--- config.mk ---
export PLATFORM = sky130hd
export DESIGN_NAME = router_nport_core
export DESIGN_NICKNAME = d
export VERILOG_FILES = /design/src/rtl/router_nport_core.sv
export SDC_FILE = /design/constraint.sdc
export NUM_CORES = 1
export LEC_CHECK = 0
export ABC_CLOCK_PERIOD_IN_PS = 8350
export CAP_MARGIN = 5
export CORE_AREA = 2 2 186 188
export CTS_BUF_LIST = sky130_fd_sc_hd__clkbuf_16
export CTS_CLUSTER_DIAMETER = 100
export DETAILED_ROUTE_END_ITERATION = 16
export DIE_AREA = 0 0 188 190
export GPL_TIMING_DRIVEN = 0
export PLACE_DENSITY_LB_ADDON = 0.3
export SYNTH_ARGS = -nofsm -noshare
export SYNTH_HDL_FRONTEND = slang
export SYNTH_SLANG_ARGS = --single-unit
--- constraint.sdc ---
create_clock -name clock -period 8.35 [get_ports clock]
set_input_delay 0.835 -clock clock [delete_from_list [all_inputs] [get_ports clock]]
set_output_delay 0.835 -clock clock [all_outputs]
set_load 0.1 [all_outputs]
--- src/rtl/router_nport_core.sv ---
// 1xN byte-serial packet router core: header-decoded destination, per-port FIFOs, parity/length check.
// Optional idle-port flush is enabled by defining ROUTER_SOFT_RESET_EN.
module router_nport_core #(
    parameter int DATA_W     = 8,
    parameter int NUM_PORTS  = 3,
    parameter int FIFO_DEPTH = 16,
    parameter int TIMEOUT    = 30
) (
    input  logic                        clock,
    input  logic                        resetn,
    input  logic [DATA_W-1:0]           data_in,
    input  logic                        pkt_valid,
    input  logic [NUM_PORTS-1:0]        read_enb,
    output logic [NUM_PORTS*DATA_W-1:0] data_out,
    output logic [NUM_PORTS-1:0]        valid_out,
    output logic                        busy,
    output logic                        error
);

    localparam int ADDR_W = ($clog2(NUM_PORTS) > 1) ? $clog2(NUM_PORTS) : 1;
    localparam int LEN_W  = DATA_W - ADDR_W;
    localparam int PTR_W  = $clog2(FIFO_DEPTH);
    localparam int CNT_W  = PTR_W + 1;
    localparam logic [ADDR_W:0]  PORT_LIMIT = (ADDR_W+1)'(NUM_PORTS);
    localparam logic [CNT_W-1:0] DEPTH_C    = CNT_W'(FIFO_DEPTH);

    localparam logic [2:0] S_IDLE      = 3'd0;
    localparam logic [2:0] S_DECODE    = 3'd1;
    localparam logic [2:0] S_LOAD      = 3'd2;
    localparam logic [2:0] S_WAIT_FULL = 3'd3;
    localparam logic [2:0] S_PARITY    = 3'd4;
    localparam logic [2:0] S_CHECK     = 3'd5;
    localparam logic [2:0] S_DROP      = 3'd6;

    logic [2:0]           state, next_state;
    logic [ADDR_W-1:0]    dest, hdr_dest, sel;
    logic                 hdr_ok, sel_full, sel_flush, wr_en;
    logic                 enter_quiet, drop_quiet;
    logic                 parity_bad, len_bad;
    logic [DATA_W-1:0]    xor_acc, parity_byte, pay_cnt;
    logic [LEN_W-1:0]     exp_len;
    logic [NUM_PORTS-1:0] full, flush;

    assign hdr_dest   = data_in[ADDR_W-1:0];
    assign hdr_ok     = {1'b0, hdr_dest} < PORT_LIMIT;
    assign sel        = (state == S_IDLE) ? hdr_dest : dest;
    assign parity_bad = (xor_acc != parity_byte);
    assign len_bad    = (pay_cnt != {{ADDR_W{1'b0}}, exp_len});

    // In IDLE the port of interest comes straight off the header byte, afterwards from the latched dest.
    always_comb begin
        sel_full  = 1'b0;
        sel_flush = 1'b0;
        for (int p = 0; p < NUM_PORTS; p++) begin
            if (sel == ADDR_W'(p)) begin
                sel_full  = full[p];
                sel_flush = flush[p];
            end
        end
    end

    // DECODE, LOAD and WAIT_FULL share one datapath: write when room, hold the source when full.
    always_comb begin
        next_state  = state;
        wr_en       = 1'b0;
        busy        = 1'b0;
        error       = 1'b0;
        enter_quiet = 1'b0;
        case (state)
            S_IDLE: begin
                if (pkt_valid) begin
                    if (!hdr_ok) begin
                        next_state = S_DROP;
                    end else if (sel_flush) begin
                        next_state  = S_DROP;
                        enter_quiet = 1'b1;
                    end else if (sel_full) begin
                        busy = 1'b1;
                    end else begin
                        wr_en      = 1'b1;
                        next_state = S_DECODE;
                    end
                end
            end
            S_DECODE, S_LOAD, S_WAIT_FULL: begin
                if (sel_flush) begin
                    enter_quiet = 1'b1;
                    next_state  = pkt_valid ? S_DROP : S_IDLE;
                end else if (sel_full) begin
                    busy       = 1'b1;
                    next_state = S_WAIT_FULL;
                end else begin
                    wr_en      = 1'b1;
                    next_state = pkt_valid ? S_LOAD : S_PARITY;
                end
            end
            S_PARITY: begin
                next_state = S_CHECK;
            end
            S_CHECK: begin
                busy       = 1'b1;
                error      = parity_bad || len_bad;
                next_state = S_IDLE;
            end
            S_DROP: begin
                if (!pkt_valid) begin
                    error      = !drop_quiet;
                    next_state = S_IDLE;
                end
            end
            default: begin
                next_state = S_IDLE;
            end
        endcase
    end

    always_ff @(posedge clock or negedge resetn) begin
        if (!resetn) begin
            state       <= S_IDLE;
            dest        <= '0;
            xor_acc     <= '0;
            parity_byte <= '0;
            pay_cnt     <= '0;
            exp_len     <= '0;
            drop_quiet  <= 1'b0;
        end else begin
            state <= next_state;
            if (wr_en) begin
                if (state == S_IDLE) begin
                    dest    <= hdr_dest;
                    xor_acc <= data_in;
                    pay_cnt <= '0;
                    exp_len <= data_in[DATA_W-1:ADDR_W];
                end else if (pkt_valid) begin
                    xor_acc <= xor_acc ^ data_in;
                    if (pay_cnt != '1) begin
                        pay_cnt <= pay_cnt + DATA_W'(1);
                    end
                end else begin
                    parity_byte <= data_in;
                end
            end
            if (next_state == S_DROP && state != S_DROP) begin
                drop_quiet <= enter_quiet;
            end
        end
    end

    for (genvar p = 0; p < NUM_PORTS; p++) begin : g_port
        logic [DATA_W-1:0] mem [FIFO_DEPTH];
        logic [PTR_W-1:0]  wr_ptr, rd_ptr;
        logic [CNT_W-1:0]  count, count_nxt;
        logic [DATA_W-1:0] lane_q;
        logic              vld_q, wr, rd;

        assign wr      = wr_en && (sel == ADDR_W'(p));
        assign rd      = read_enb[p] && (count != '0);
        assign full[p] = (count == DEPTH_C);

        always_comb begin
            count_nxt = count;
            if (flush[p]) begin
                count_nxt = '0;
            end else if (wr && !rd) begin
                count_nxt = count + CNT_W'(1);
            end else if (!wr && rd) begin
                count_nxt = count - CNT_W'(1);
            end
        end

        // valid_out follows the post-update count so it drops right after the final read.
        always_ff @(posedge clock or negedge resetn) begin
            if (!resetn) begin
                wr_ptr <= '0;
                rd_ptr <= '0;
                count  <= '0;
                lane_q <= '0;
                vld_q  <= 1'b0;
            end else begin
                if (flush[p]) begin
                    wr_ptr <= '0;
                    rd_ptr <= '0;
                end else begin
                    if (wr) begin
                        wr_ptr <= wr_ptr + PTR_W'(1);
                    end
                    if (rd) begin
                        rd_ptr <= rd_ptr + PTR_W'(1);
                        lane_q <= mem[rd_ptr];
                    end
                end
                count <= count_nxt;
                vld_q <= (count_nxt != '0);
            end
        end

        always_ff @(posedge clock) begin
            if (wr) begin
                mem[wr_ptr] <= data_in;
            end
        end

        assign data_out[p*DATA_W +: DATA_W] = lane_q;
        assign valid_out[p]                 = vld_q;

`ifdef ROUTER_SOFT_RESET_EN
        localparam int TO_W = $clog2(TIMEOUT + 1);
        logic [TO_W-1:0] idle_cnt;

        assign flush[p] = vld_q && !read_enb[p] && (idle_cnt == TO_W'(TIMEOUT - 1));

        always_ff @(posedge clock or negedge resetn) begin
            if (!resetn) begin
                idle_cnt <= '0;
            end else if (!vld_q || read_enb[p] || flush[p]) begin
                idle_cnt <= '0;
            end else begin
                idle_cnt <= idle_cnt + TO_W'(1);
            end
        end
`else
        assign flush[p] = 1'b0;
`endif
    end

endmodule

Word-level counts from Yosys, hierarchy flattened
Memory sizes are Yosys's and may differ from the RTL's. A register that Yosys moved wholly into a read port is not among the register bits.
Index checks and enable logic that the tools add are counted.
{ "classes": {"add_sub_neg": 13, "n_mul": 0, "div_mod_pow": 0, "order_cmp": 1, "eq_ne": 17, "shifts": 0, "n_mux": 38, "n_bitwise": 3, "n_reduce_logical": 38} }
{ "ops": {"columns": ["operator", "count"], "rows": [
  ["$mux 8", 5],
  ["$mux 5", 6],
  ["$reduce_bool 5->1", 6],
  ["$add 4x1->4 const B", 6],
  ["$mux 3", 6],
  ["$mux 1", 16],
  ["$add 5x1->5 const B", 3],
  ["$eq 5x5->1 const B", 3],
  ["$sub 5x1->5 const B", 3],
  ["$logic_and 1x1->1", 12],
  ["$pmux 3 s4", 1],
  ["$eq 3x3->1 const B", 3],
  ["$logic_not 1->1", 9],
  ["$reduce_and 3->1", 3],
  ["$add 8x1->8 const B", 1],
  ["$ne 8x6->1", 1],
  ["$ne 8x8->1", 1],
  ["$ne 8x8->1 const B", 1],
  ["$xor 8x8->8", 1],
  ["$eq 3x2->1 const B", 2],
  ["$ne 2x2->1 const B", 2],
  ["$pmux 1 s2", 2],
  ["$reduce_and 2->1", 2],
  ["$reduce_bool 2->1", 2],
  ["12 further kinds", 13]
]} }
{ "totals": {"register_bits": 77, "latch_bits": 0, "ramBits": 384, "rom_bits": 0, "inputBits": 14, "out_inout_bits": 29, "elab_cells": 131, "n_memories": 3} }
{ "mem_list": {"columns": ["name", "words", "width", "read_ports", "rd_ports_with_merged_regs", "write_ports", "line_no", "rtl"], "rows": [
  ["g_port[0].mem", 16, 8, 1, 1, 1, "150", "logic [DATA_W-1:0] mem [FIFO_DEPTH];"],
  ["g_port[1].mem", 16, 8, 1, 1, 1, "150", null],
  ["g_port[2].mem", 16, 8, 1, 1, 1, "150", null]
]} }

Longest topological paths before layout
{ "logic_depth": {"word_depth": 16, "depth_mapped": 10, "ltp_nobuf": 8} }

Least setup slack after synthesis
OpenSTA, ideal clock, no wires.
{ "synth_path": {"kind": "reg2out", "start": "register state[2]", "end": "output busy", "arrival_ns": 2.944, "required_ns": 7.515, "path_slack_ns": 4.571, "path_stages_with_launch": 4, "path_buffers": 1, "cell_sequence": "dfrtp_1 -> buf_2 -> inv_1 -> o31ai_1"} }
{ "synth_between": {"elab_chain_len": 10, "word_cells_on_any_way": 17, "cone_classes": "eq/ne (6); mux (8); reduce/logical (3)"} }
{ "synth_rtl": {"columns": ["item", "line_no", "rtl"], "rows": [
  ["start, declared", "35", "logic [2:0] state, next_state;"],
  ["start signal, assigned", "127", "state <= next_state;"],
  ["$logic_not 3->1", "46, 69", null],
  ["$mux 2", null, null],
  ["$logic_not 2->1", "55", "if (sel == ADDR_W'(p)) begin"],
  ["$mux 1 (3 in a row)", "55", null],
  ["$mux 1", "77, 89", null],
  ["$mux 1", "72", "if (!hdr_ok) begin"],
  ["$mux 1", "71", "if (pkt_valid) begin"],
  ["$pmux 1 s3 *", "69", "case (state)"],
  ["end, declared", "16", "output logic busy,"]
]} }
Every way passes the cells marked *; elsewhere a longest branch is shown, timed or not.

Final worst setup path
{ "layout_path": {"start": "input data_in[0]", "end": "output busy"} }
{ "layout_between": {"elab_chain_len": 9, "word_cells_on_any_way": 12, "cone_classes": "order compare (1); eq/ne (2); mux (8); reduce/logical (1)"} }
{ "layout_rtl": {"columns": ["item", "line_no", "rtl"], "rows": [
  ["start, declared", "11", "input logic [DATA_W-1:0] data_in,"],
  ["$mux 2", null, null],
  ["$logic_not 2->1", "55", null],
  ["$mux 1 (3 in a row)", "55", null],
  ["$mux 1", "77, 89", null],
  ["$mux 1", "72", null],
  ["$mux 1", "71", null],
  ["$pmux 1 s3 *", "69", null]
]} }
Marks and branches as above.

==> run metrics <==
wire length per cell between 20 and 25 um; Slew headroom 31.3%; Die Width roughly 190 um; end of the worst register-to-register path g_port[1].mem[6][5]; die area 35700 um2; worst slew pin tran roughly 1.0 ns; startpoint types input port; TritonCTS clock tree done; Mapped Cells 1114; Rows 68; DP Cell Count 1614; YS warnings 0; # diodes 0; via count between 10000 and 15000; leading cell types in the layout, fill and taps excluded edfxtp_1 (384), mux4_2 (120), nand2_1 (117), dfrtp_1 (101), clkbuf_16 (50); Synth area leader edfxtp_1; kind of critical path in -> out; Critical Path AT 4.30 ns; Pre-antenna DRT Iters 7; Final Slew Violations 0; commonest non-fill, non-tap cell in the layout edfxtp_1; Mean Syn Cell Area 17.9 um2; final WL roughly 40 mm; RSZ-0062 raised after global routing no; WL met1 roughly 17 mm; Post-CTS Resized 0; final hold slack 0.349 ns; top_reg_cell synth edfxtp_1; io pins 43; flip-flop and latch count after synthesis 485; flop-to-flop setup slack 4.78 ns; GRT Total Usage a little under a quarter; final worst slack 3.22 ns; H-tree Lvls 2; die height about 190 um; R2R cell count 9; Avg Vias per Cell 6.05; Clock transition at path regs approximately 0.06 ns; Max FO, Critical Path 49; FMAX 0.195 GHz; layout cells sized above 1 20.3%; dpl hpwl 24.3 mm; main area contributors after synthesis edfxtp_1 (58%), mux4_2 (14%), dfrtp_1 (13%), nand2_1 (2.2%), ha_1 (1.6%); setup TNS 0 ns; Critical Path RT roughly 7.5 ns; Pwr Density between 300 and 400 nW/um2; via count of the first global-routing pass ~11000; fraction of registers with async set/reset 20.8%; Final Critical Period 5.13 ns; drc violations 0; largest net degree at the start of global routing 55; initial drt markers around 1000; Max Cap Viol 0; Final Hold Viols 0; final setup fails 0; Synthesized Nets 1153; leakage 7.91 nW; gr ovfl total 0; Post CTS Setup Buffer Count 0; clock root buffer clkbuf_16; Final period util 61.5%; DR top layer met4; Setup WS pre-CTS 3.25 ns; met3 wire len about 2.4 mm; outcome completed; HP Class in -> async; Initial Util 58.9%; area grow syn2layout 13.4%; met2 wire len 20.5 mm; NumNets Final 1247; CTS Buf Count 47; Fin Clk Skew roughly 0.016 ns; initial antenna violation count 0; clk_lat worst skew between 0.5 and 0.6 ns; top cell type's share of synthesized area 57.7%; r2r startpoint state[1]; area of the core roughly 34000 um2; first-pass GRT wire length roughly 62 mm; maximum VDD drop approximately 0.25 mV; register area share after synthesis 70.3%; hold_buf cts 0; port bufs 41; fillers 2183; final antenna-violating net count 0; fin cells between 1500 and 2000; Synth Cell Area between 15000 and 20000 um2; clock sink count 485; Netlist cell types 69; number of flops mapped to enable cells by yosys 384; Critical Path End Type primary output; RePlAce Congestion ~0.8; CTS max path bufs 3
## through the flow
stage | power (mW) | area (um2) | util (%)
floorplan | 5.36 | 20000 | -
global placement | 6.04 | 21000 | 61.8
detailed placement | 6.12 | 21000 | 62.0
CTS | 8.33 | 22700 | 66.7
global route | 8.65 | 22700 | 66.7
finish | 8.27 | 22700 | 66.7
## report_power, final
group	internal, mW	switching (mW)	leakage (nW)	total [mW]
logic	1.18	1.76	2.40	2.95
registers	2.93	0.191	4.67	3.12
clock network	1.33	0.877	0.832	2.20
total	5.44	2.83	7.91	8.27
## cells by family after synthesis
family / share of synthesized area [%]
AOI/OAI and AO/OA: 2.15
xor gates and xnor gates: 2.45
adders and majority gates: 1.77
buffers and inverters: 1.66
DFF: 70.3
muxes: 14.8
and+or+nand+nor: 6.80
## registers in the layout, indices dropped and copies added, names as in the netlist
name	flops
g_port.mem	384
state	3
g_port.count	15
dest	2
xor_acc	8
g_port.wr_ptr	12
g_port.lane_q	24
pay_cnt	8
exp_len	6
g_port.rd_ptr	12
g_port.vld_q	3
parity_byte	8
## worst max-delay path by stage
stage | start | end | slack [ns]
floorplan | state[2] | busy | 4.57
global placement | resetn | g_port[1].lane_q[6] | 2.13
detailed placement | data_in[0] | busy | 3.25
CTS | data_in[0] | busy | 3.26
global route | data_in[0] | busy | 3.03
finish | data_in[0] | busy | 3.22
## worst max-delay path: stages
cell	delay, ns
buf_2	0.69
clkbuf_1	0.40
nand2b_1	0.09
mux2i_1	0.55
nand2_1	0.15
nand2_1	0.18
nand2_1	0.08
o31ai_1	0.08
clkdlybuf4s50_1	1.17
## synth_stat cells, drive strengths merged (5+ instances only)
| cell type | instances |
|---|---|
| nor3 | 7 |
| edfxtp | 384 |
| xor2 | 25 |
| nand3 | 13 |
| dfrtp | 101 |
| nand4b | 5 |
| nand4 | 17 |
| and3 | 19 |
| clkbuf | 33 |
| mux2i | 7 |
| ha | 25 |
| a31oi | 5 |
| mux4 | 120 |
| and2 | 22 |
| o21a | 5 |
| xnor2 | 31 |
| inv | 19 |
| nand2 | 117 |
| mux2 | 17 |
| nor2 | 33 |
| o21ai | 8 |
| a21oi | 8 |
| buf | 27 |
## layer usage
metal / up-vias / global-route usage, %
met3: 56 / 4.19
met4: 0 / 5.88
met5: - / 0
met2: 339 / 39.5
met1: 5361 / 31.7
li1: 4534 / -
## layout make-up
type	count	area [um2]	share of cell area [%]
Buffer	60	260	1.15
Timing Repair Buffer	45	455	2.01
Clock buffer	50	1250	5.52
Multi-Input combinational cell	550	5620	24.8
Inverter	19	71.3	0.315
Sequential cell	485	14100	62.1
Tap cell	455	569	2.51
Clock inverter	37	373	1.65
(Power assumes the default switching activity.)
